File: src/rtl/cnn_pkg.sv
// Shared constants, state encoding and result conversion for the conv/pool engine.
package cnn_pkg;

    localparam int DATA_W = 8;
    localparam int ACC_W  = 21;
    localparam int PIX_N  = 16;
    localparam int K3_N   = 9;
    localparam int K2_N   = 4;
    localparam int LOAD_N = PIX_N + K3_N + K2_N;

    typedef enum logic [1:0] {
        LOAD  = 2'd0,
        CONV3 = 2'd1,
        CONV2 = 2'd2,
        DONE  = 2'd3
    } state_t;

    // Clamp an already-shifted sum into the unsigned 8-bit output range.
    function automatic logic [DATA_W-1:0] clamp_u8(input logic signed [ACC_W-1:0] v);
        logic [DATA_W-1:0] r;
        if (v < 21'sd0) begin
            r = 8'd0;
        end else if (v > 21'sd255) begin
            r = 8'd255;
        end else begin
            r = v[DATA_W-1:0];
        end
        return r;
    endfunction

endpackage

File: src/rtl/mac_unit.sv
// One unsigned-pixel x signed-weight multiply and 21-bit accumulate per enabled cycle.
module mac_unit
    import cnn_pkg::*;
(
    input  logic                     clk,
    input  logic                     rst,
    input  logic                     clear,
    input  logic                     enable,
    input  logic [DATA_W-1:0]        pixel,
    input  logic signed [DATA_W-1:0] weight,
    output logic signed [ACC_W-1:0]  acc
);

    logic signed [DATA_W:0]     pix_s;
    logic signed [2*DATA_W:0]   prod_s;
    logic signed [ACC_W-1:0]    prod_ext_s;

    assign pix_s      = {1'b0, pixel};
    assign prod_s     = pix_s * weight;
    assign prod_ext_s = {{(ACC_W-2*DATA_W-1){prod_s[2*DATA_W]}}, prod_s};

    // Accumulator: a clear tap restarts the window sum with the current product.
    always_ff @(posedge clk or negedge rst) begin
        if (!rst) begin
            acc <= 21'sd0;
        end else if (enable) begin
            if (clear) begin
                acc <= prod_ext_s;
            end else begin
                acc <= acc + prod_ext_s;
            end
        end else begin
            acc <= acc;
        end
    end

endmodule

File: src/rtl/conv_pool_engine.sv
// Loads a 4x4 image plus 3x3 and 2x2 kernels, then computes 4+4 clamped convolution cells.
module conv_pool_engine
    import cnn_pkg::*;
#(
    parameter int SHIFT = 4
) (
    input  logic              clk,
    input  logic              rst,
    input  logic              in_valid,
    input  logic [DATA_W-1:0] in_data,
    output logic              in_ready,
    output logic              busy,
    output logic              done,
    output logic [DATA_W-1:0] cell_3x3_11,
    output logic [DATA_W-1:0] cell_3x3_12,
    output logic [DATA_W-1:0] cell_3x3_21,
    output logic [DATA_W-1:0] cell_3x3_22,
    output logic [DATA_W-1:0] cell_2x2_11,
    output logic [DATA_W-1:0] cell_2x2_12,
    output logic [DATA_W-1:0] cell_2x2_21,
    output logic [DATA_W-1:0] cell_2x2_22
);

    state_t                   state_r, next_s;
    logic [4:0]               load_cnt_r;
    logic [DATA_W-1:0]        mem_r [LOAD_N];
    logic [1:0]               tap_row_r, tap_col_r, win_r;
    logic [DATA_W-1:0]        hold_r [7];
    logic                     done_r;
    logic [DATA_W-1:0]        cells_r [8];

    logic [2:0]               prow_s, pcol_s, gwin_s;
    logic [4:0]               w_idx_s;
    logic [1:0]               tap_lim_s;
    logic                     mac_en_s, mac_clr_s, win_last_tap_s;
    logic signed [ACC_W-1:0]  acc_s, shifted_s;
    logic [DATA_W-1:0]        conv_s;

    assign in_ready       = (state_r == LOAD);
    assign busy           = (state_r != LOAD);
    assign done           = done_r;
    assign mac_en_s       = (state_r == CONV3) || (state_r == CONV2);
    assign mac_clr_s      = (tap_row_r == 2'd0) && (tap_col_r == 2'd0);
    assign tap_lim_s      = (state_r == CONV2) ? 2'd1 : 2'd2;
    assign win_last_tap_s = (tap_row_r == tap_lim_s) && (tap_col_r == tap_lim_s);
    assign gwin_s         = {(state_r == CONV2), win_r};
    assign shifted_s      = acc_s >>> SHIFT;
    assign conv_s         = clamp_u8(shifted_s);

    assign cell_3x3_11 = cells_r[0];
    assign cell_3x3_12 = cells_r[1];
    assign cell_3x3_21 = cells_r[2];
    assign cell_3x3_22 = cells_r[3];
    assign cell_2x2_11 = cells_r[4];
    assign cell_2x2_12 = cells_r[5];
    assign cell_2x2_21 = cells_r[6];
    assign cell_2x2_22 = cells_r[7];

    // Tap addressing: 3x3 windows step by one pixel, 2x2 windows by two.
    always_comb begin
        prow_s  = 3'd0;
        pcol_s  = 3'd0;
        w_idx_s = 5'd0;
        if (state_r == CONV2) begin
            prow_s  = {win_r[1], 1'b0} + {1'b0, tap_row_r};
            pcol_s  = {win_r[0], 1'b0} + {1'b0, tap_col_r};
            w_idx_s = 5'd25 + {2'b00, tap_row_r, 1'b0} + {3'b000, tap_col_r};
        end else begin
            prow_s  = {2'b00, win_r[1]} + {1'b0, tap_row_r};
            pcol_s  = {2'b00, win_r[0]} + {1'b0, tap_col_r};
            w_idx_s = 5'd16 + {2'b00, tap_row_r, 1'b0} + {3'b000, tap_row_r}
                      + {3'b000, tap_col_r};
        end
    end

    mac_unit u_mac (
        .clk    (clk),
        .rst    (rst),
        .clear  (mac_clr_s),
        .enable (mac_en_s),
        .pixel  (mem_r[{1'b0, prow_s[1:0], pcol_s[1:0]}]),
        .weight (mem_r[w_idx_s]),
        .acc    (acc_s)
    );

    // Next-state decode.
    always_comb begin
        next_s = state_r;
        case (state_r)
            LOAD: begin
                if (in_valid && (load_cnt_r == 5'd28)) next_s = CONV3;
                else                                    next_s = LOAD;
            end
            CONV3: begin
                if (win_last_tap_s && (win_r == 2'd3)) next_s = CONV2;
                else                                   next_s = CONV3;
            end
            CONV2: begin
                if (win_last_tap_s && (win_r == 2'd3)) next_s = DONE;
                else                                   next_s = CONV2;
            end
            DONE:    next_s = LOAD;
            default: next_s = LOAD;
        endcase
    end

    // State register.
    always_ff @(posedge clk or negedge rst) begin
        if (!rst) state_r <= LOAD;
        else      state_r <= next_s;
    end

    // Load buffer, tap/window counters, per-window result capture and output update.
    always_ff @(posedge clk or negedge rst) begin
        if (!rst) begin
            load_cnt_r <= 5'd0;
            tap_row_r  <= 2'd0;
            tap_col_r  <= 2'd0;
            win_r      <= 2'd0;
            done_r     <= 1'b0;
            for (int i = 0; i < LOAD_N; i++) mem_r[i]   <= 8'd0;
            for (int i = 0; i < 7; i++)      hold_r[i]  <= 8'd0;
            for (int i = 0; i < 8; i++)      cells_r[i] <= 8'd0;
        end else begin
            done_r <= 1'b0;
            case (state_r)
                LOAD: begin
                    if (in_valid) begin
                        mem_r[load_cnt_r] <= in_data;
                        load_cnt_r <= (load_cnt_r == 5'd28) ? 5'd0 : load_cnt_r + 5'd1;
                    end
                end
                CONV3, CONV2: begin
                    // The first tap of a window still sees the previous window's final sum.
                    if (mac_clr_s && (gwin_s != 3'd0)) hold_r[gwin_s - 3'd1] <= conv_s;
                    if (tap_col_r == tap_lim_s) begin
                        tap_col_r <= 2'd0;
                        if (tap_row_r == tap_lim_s) begin
                            tap_row_r <= 2'd0;
                            win_r     <= win_r + 2'd1;
                        end else begin
                            tap_row_r <= tap_row_r + 2'd1;
                        end
                    end else begin
                        tap_col_r <= tap_col_r + 2'd1;
                    end
                end
                DONE: begin
                    for (int i = 0; i < 7; i++) cells_r[i] <= hold_r[i];
                    cells_r[7] <= conv_s;
                    done_r     <= 1'b1;
                    tap_row_r  <= 2'd0;
                    tap_col_r  <= 2'd0;
                    win_r      <= 2'd0;
                end
                default: begin
                    load_cnt_r <= 5'd0;
                end
            endcase
        end
    end

endmodule

File: config.mk
export PLATFORM = sky130hd
export DESIGN_NAME = conv_pool_engine
export DESIGN_NICKNAME = d
export VERILOG_FILES = /design/src/rtl/cnn_pkg.sv /design/src/rtl/mac_unit.sv /design/src/rtl/conv_pool_engine.sv
export SDC_FILE = /design/constraint.sdc
export NUM_CORES = 1
export LEC_CHECK = 0
export ABC_AREA = 1
export BUFFER_PORTS_ARGS = -buffer_cell sky130_fd_sc_hd__buf_4
export CAP_MARGIN = 20
export CORE_UTILIZATION = 45
export CTS_CLUSTER_SIZE = 8
export DETAILED_ROUTE_END_ITERATION = 8
export PLACE_DENSITY = 0.57
export SLEW_MARGIN = 20
export SYNTH_ARGS = -nofsm -noshare
export SYNTH_HDL_FRONTEND = slang
export SYNTH_SLANG_ARGS = --single-unit
File: constraint.sdc
create_clock -name clk -period 18.9 [get_ports clk]
set_clock_uncertainty 0.15 [all_clocks]
set_input_delay 3.78 -clock clk [delete_from_list [all_inputs] [get_ports clk]]
set_output_delay 3.78 -clock clk [all_outputs]
set_load 0.02 [all_outputs]
== Word level (Yosys, flattened, before mapping) ==
Index checks and enable logic that the tools add are counted.

* Register bits after elaboration: 387
* Input bits: 11
* Output and inout port bits: 67
* Logic and storage cells: 140

* Add/subtract/negate cells: 15
* $mul: 1
* $lt $le $gt $ge: 8
* Equal/unequal tests: 9
* Mux-type cells: 33
* Bitwise operators: 4
* Reductions and logical operators: 19

{| class="wikitable"
|+ Operator list
! cell !! count
|-
| bitwise mux 232 bit || 1
|-
| binary-select mux 8 bit (select 5 bit) || 2
|-
| two-way mux 8 bit || 8
|-
| bitwise mux 56 bit || 1
|-
| demux 8 bit (select 5 bit) || 1
|-
| demux 8 bit (select 3 bit) || 1
|-
| adder 21 x 17 -> 21 bit || 1
|-
| two-way mux 21 bit || 1
|-
| greater-or-equal comparator 6 bit, second input constant || 3
|-
| two-way mux 2 bit || 9
|-
| greater-than comparator 17 x 9 -> 1 bit, second input constant || 1
|-
| less-than comparator 17 x 1 -> 1 bit, second input constant || 1
|-
| multiplier 9 x 8 -> 17 bit || 1
|-
| adder 5 x 2 -> 5 bit || 3
|-
| inverter 5 -> 6 bit || 2
|-
| one-hot mux 2 bit (2 select lines) || 3
|-
| two-way mux 5 bit || 2
|-
| one-hot mux 2 bit (4 select lines) || 1
|-
| logical AND 1 bit || 7
|-
| adder 2 x 1 -> 2 bit, second input constant || 3
|-
| equality test 2 bit, second input constant || 3
|-
| logical NOT 2 bit || 3
|-
| less-than comparator 6 x 1 -> 1 bit, second input constant || 1
|-
| inverter 4 -> 6 bit || 1
|-
| other kinds (20) || 29
|}

== Longest topological paths before layout ==
* Depth in word-level cells: 11
* Gate-level depth with buffers: 47
* Depth with buffers taken out: 45

== By module ==
A second synthesis with hierarchy kept.

* Cell total of the unflattened synthesis: 3056
* Area, all modules: 22599.2 µm²

{| class="wikitable"
|+ Modules (own cells, without submodules)
! module !! instances !! cells an instance !! area each (µm²) !! sequential area each (µm²)
|-
| conv_pool_engine || 1 || 2357 || 17984.7 || 9158.8
|-
| mac_unit || 1 || 699 || 4614.4 || 525.5
|}

== Least setup slack after synthesis ==
Ideal clock, no wire load.

* Path kind: flip-flop to flip-flop
* Start: reg tap_row_r[0]
* End: reg u_mac.acc[20]
* Setup time: 0.118 ns
* Data arrival time: 7.529 ns
* Required time: 18.632 ns
* Slack: 11.103 ns
* Cell stages (with the launch flop): 37
* Path buffers: 1
* Period minus slack after synthesis: 7.797 ns
* Path through: dfrtp_1 -> fa_1 -> ha_1 -> fa_1 -> inv_1 -> o21ai_2 -> clkinv_1 -> clkbuf_1 -> o311ai_0 -> nand3_1 -> nand2_1 -> inv_2 -> nor2_1 -> fa_1 -> fa_1 -> fa_1 -> inv_1 -> fa_1 -> inv_1 -> ha_1 -> a21oi_1 -> nand2_1 -> a21oi_1 -> o21ai_0 -> a21oi_1 -> xor2_1 -> inv_1 -> ha_1 -> a21oi_1 -> o21ai_0 -> a21oi_1 -> nand3_1 -> a21oi_1 -> o21ai_0 -> nand3b_1 -> nand3_1 -> nand2_1

* Word-level cells in the longest chain between the ends: 11
* Elaborated cells on any way between the ends: 22
* Classes of those cells: add/sub: 8; mul: 1; mux: 9; bitwise: 2; reduce/logical: 2

{| class="wikitable"
|+ Ends and longest elaborated chain
! item !! RTL line !! source
|-
| start: declaration || conv_pool_engine.sv:27 || <nowiki>logic [1:0] tap_row_r, tap_col_r, win_r;</nowiki>
|-
| start signal: assignment || conv_pool_engine.sv:142 || <nowiki>tap_row_r <= tap_row_r + 2'd1;</nowiki>
|-
| adder 5 x 3 -> 5 bit || conv_pool_engine.sv:71 || <nowiki>w_idx_s = 5'd16 + {2'b00, tap_row_r, 1'b0} + {3'b000, tap_row_r}</nowiki>
|-
| adder 5 x 2 -> 5 bit || conv_pool_engine.sv:71 ||
|-
| adder 5 x 2 -> 5 bit || conv_pool_engine.sv:72 || <nowiki>+ {3'b000, tap_col_r};</nowiki>
|-
| two-way mux 5 bit || conv_pool_engine.sv:64 || <nowiki>if (state_r == CONV2) begin</nowiki>
|-
| inverter 5 -> 6 bit (implied by the code) || conv_pool_engine.sv:82 || <nowiki>.weight (mem_r[w_idx_s]),</nowiki>
|-
| binary-select mux 8 bit (select 5 bit) || conv_pool_engine.sv:82 ||
|-
| two-way mux 8 bit (implied by the code) (2 in a row) || conv_pool_engine.sv:82 ||
|-
| multiplier 9 x 8 -> 17 bit || mac_unit.sv:19 || <nowiki>assign prod_s = pix_s * weight;</nowiki>
|-
| adder 21 x 17 -> 21 bit || mac_unit.sv:30 || <nowiki>acc <= acc + prod_ext_s;</nowiki>
|-
| two-way mux 21 bit * || mac_unit.sv:27 || <nowiki>if (clear) begin</nowiki>
|-
| end signal: assignment || mac_unit.sv:28 || <nowiki>acc <= prod_ext_s;</nowiki>
|-
| end signal: assignment || mac_unit.sv:30 ||
|-
| end: declaration || mac_unit.sv:11 || <nowiki>output logic signed [ACC_W-1:0] acc</nowiki>
|}

Every way passes the cells marked *; elsewhere a longest branch is shown, timed or not. The select of a mux whose other input is x is not followed.
A chain may end at the register's enable or synchronous reset.

== Worst setup path after layout ==
* Start: reg state_r[0]
* End: reg u_mac.acc[20]

* Word-level cells in the longest chain between the ends: 9
* Elaborated cells on any way between the ends: 17
* Classes of those cells: add/sub: 1; mul: 1; eq/ne: 2; mux: 10; bitwise: 2; reduce/logical: 1

{| class="wikitable"
|+ Ends and longest elaborated chain
! item !! RTL line !! source
|-
| start: declaration || conv_pool_engine.sv:24 || <nowiki>state_t state_r, next_s;</nowiki>
|-
| start signal: assignment || conv_pool_engine.sv:110 || <nowiki>else state_r <= next_s;</nowiki>
|-
| equality test 2 bit || conv_pool_engine.sv:42, conv_pool_engine.sv:64 ||
|-
| two-way mux 2 bit or two-way mux 5 bit (tied branches) || conv_pool_engine.sv:64 ||
|-
| inverter 4 -> 6 bit (implied by the code) or inverter 5 -> 6 bit (tied branches) || conv_pool_engine.sv:81, conv_pool_engine.sv:82 ||
|-
| binary-select mux 8 bit (select 5 bit), on equally long branches || conv_pool_engine.sv:81, conv_pool_engine.sv:82 ||
|-
| two-way mux 8 bit, on equally long branches (2 in a row) || conv_pool_engine.sv:81, conv_pool_engine.sv:82 ||
|-
| multiplier 9 x 8 -> 17 bit || mac_unit.sv:19 ||
|-
| adder 21 x 17 -> 21 bit || mac_unit.sv:30 ||
|-
| two-way mux 21 bit || mac_unit.sv:27 ||
|}

Parallel ways exist; a longest one is shown, timed or not. The select of a mux whose other input is x is not followed.

==> metrics.yaml <==
status: "completed"
ctsResizeCount: 0
clkSinkCount: 387
grt_usage: 0.260
worst_path_largest_cell_delay_ps: 630
cts_buffer_depth: 3
crit_path_start_kind: "flip-flop"
numCtsBuffers: 55
synth-seq-cells: 387
dp.cells: 3302
syn_nets: 2870
die_w_um: 222
ys_top_cells_by_area: "dfrtp_1 (44%), nand2_1 (14%), o21ai_0 (9.3%), ha_1 (4.7%), nand3_1 (4.4%)"
multiInputGateArea_mm2: 0.0105
first_global_vias: 17927
fillers: 4665
layout_commonest_cell: "nand2_1"
cts_setup_buffers: 0
cp_common_cell: "a21oi_1"
cts_tree: "done"
io_pins: 78
wl_per_cell_um: 18.7
fin_util: 0.504
drv_slew: 0
drt_first_pass_iters: 5
crit_slowest_cell: "buf_4"
clk_pin_slew_ps: 50
antenna_found_initial: 0
postRouteAntennaNets: 0
crit_path_max_fanout: 74
dpl.hpwl_um: 41800
via_per_inst: 5.49
syn_inst: 2736
whs_path_depth: 2
worstPathRequired_ps: 19220
hold_viol: 0
grt_setup_unrepaired: "no"
hold_path_class: "flip-flop to flip-flop"
setup_violations: 0
grt_max_degree: 150
htree_levels: 2
routed_wl_um: 62800
start_util: 0.456
crit_path_end_kind: "flip-flop"
final_cell_mix: "nand2_1 (830), o21ai_0 (405), dfrtp_1 (387)"
yosysWarningCount: 0
drive_above_1_share: 0.0756
yosysTopAreaCell: "dfrtp_1"
grt_pass1_wl_um: 101000
yosysUniqueCellTypes: 52
power_leakage_nw: 11.8
ir_drop_v: 0.0000674
crit_type: "flip-flop to flip-flop"
place_congestion: 0.902
stdcell_count: 3367
worst_pin_slew_ps: 1110
rows: 80
num_vias: 18495
yosysSeqAreaShare: 0.445
core_mm2: 0.0477
antenna_cells: 0
fin_nets: 2879
grt-ovfl-total: 0
fin_tns_setup_ps: 0
worstSkewPairLatency_ps: 620
synth.top_cell.area_share: 0.445
drc: 0
placed_area_mm2: 0.0226
fmax_ghz: 0.101
root_buffer: "clkbuf_16"
syn2layout_area_growth_pct: 10.6
cellPowerDensity_mw_per_mm2: 72.1
hold_buffers: 0
die_area_mm2: 0.0492
seqCellArea_mm2: 0.00968
layout_min_cycle_time_ps: 9930
synth_area_per_cell_um2: 7.95
synth_area_mm2: 0.0218
r2r_setup_slack_ps: 8970
r2r_cells: 37
finalInstanceArea_mm2: 0.0241
timing.final.crit_share: 0.526
io_buffers: 77
drt-initial-drc-count: 1480
chipHeight_um: 222
worst_ep_arrival_time_ps: 10250
maxCapViolCount: 0
maxSlewHeadroom: 0.260
## per-stage QoR
stage                     hold WS (ps)  setup slack, ps  total power, W
after floorplan                    299            11100        0.000849
after global placement             305             9170        0.000873
after detailed placement           307             8990        0.000873
after CTS                          314             8970         0.00176
after global routing               331             8180         0.00179
final                              314             8970         0.00174
## registers in the layout (all words and copies together), names as in the netlist, 2 cells and up, named ones only
| register | cells |
|---|---|
| cell_2x2_11 | 8 |
| cell_2x2_12 | 8 |
| cell_2x2_21 | 8 |
| cell_2x2_22 | 8 |
| cell_3x3_11 | 8 |
| cell_3x3_12 | 8 |
| cell_3x3_21 | 8 |
| cell_3x3_22 | 8 |
| hold_r | 56 |
| load_cnt_r | 5 |
| mem_r | 232 |
| tap_col_r | 2 |
| tap_row_r | 2 |
| u_mac.acc | 21 |
| win_r | 2 |
## final timing paths
check | start | endpoint
max reg2reg | state_r[0] | u_mac.acc[20]
min | hold_r[16] | cell_2x2_11[0]
min in group asynchronous | rst | cell_3x3_11[5]
max in group asynchronous | rst | mem_r[132]
min reg2reg | hold_r[16] | cell_2x2_11[0]
max | state_r[0] | u_mac.acc[20]
## logic make-up after synthesis
group	share of synthesized area
adder cells (fa/ha/maj)	0.0849
flip-flops	0.445
AO/OA/AOI/OAI	0.164
AND/OR/NAND/NOR	0.219
XOR/XNOR	0.00834
buffers and inverters	0.0762
multiplexers	0.00299
## cell type report
| type | count | area share |
|---|---|---|
| multi-input cells | 1954 | 0.434 |
| flip-flops and latches | 387 | 0.402 |
| clock buffers | 59 | 0.0578 |
| inverters | 253 | 0.0395 |
| well taps | 615 | 0.0320 |
| repair buffers | 94 | 0.0305 |
| clock inverters | 5 | 0.00333 |
## Yosys cell counts, drive strengths merged
cell type and count:
a211oi 3, a21boi 1, a21o 1, a21oi 92
a221oi 1, a22oi 4, a31o 1, a31oi 15
a32o 3, and2 1, buf 58, clkbuf 84
clkinv 5, dfrtp 387, fa 41, ha 82
inv 248, mux2 4, mux2i 2, nand2 839
nand3 194, nand3b 1, nand4 10, nor2 102
nor3 11, nor4 5, o211ai 74, o21a 1
o21ai 422, o21bai 4, o221ai 1, o22ai 6
o311ai 6, or2 8, xnor2 6, xor2 13
## routing by layer
layer | GRT usage | share of wire
met1 | 0.365 | 0.46
met2 | 0.423 | 0.47
met3 | 0.0305 | 0.046
met4 | 0.0719 | 0.023
met5 | 0 | 0
## worst max-delay path: cells and delay by family (launching register included)
family / cells / cell delay, ps
DFF: 1 / 420
xor gates and xnor gates: 1 / 190
and+or+nand+nor: 9 / 1570
AOI/OAI and AO/OA: 13 / 2520
buffers and inverters: 7 / 1620
adders and majority gates: 7 / 3290
## power by group
group          internal [W]  switching, W  total (W)
sequential         0.000830             0   0.000830
clock              0.000515      0.000363   0.000877
combinational    0.00000255     0.0000259  0.0000285
(Power assumes the default switching activity.)
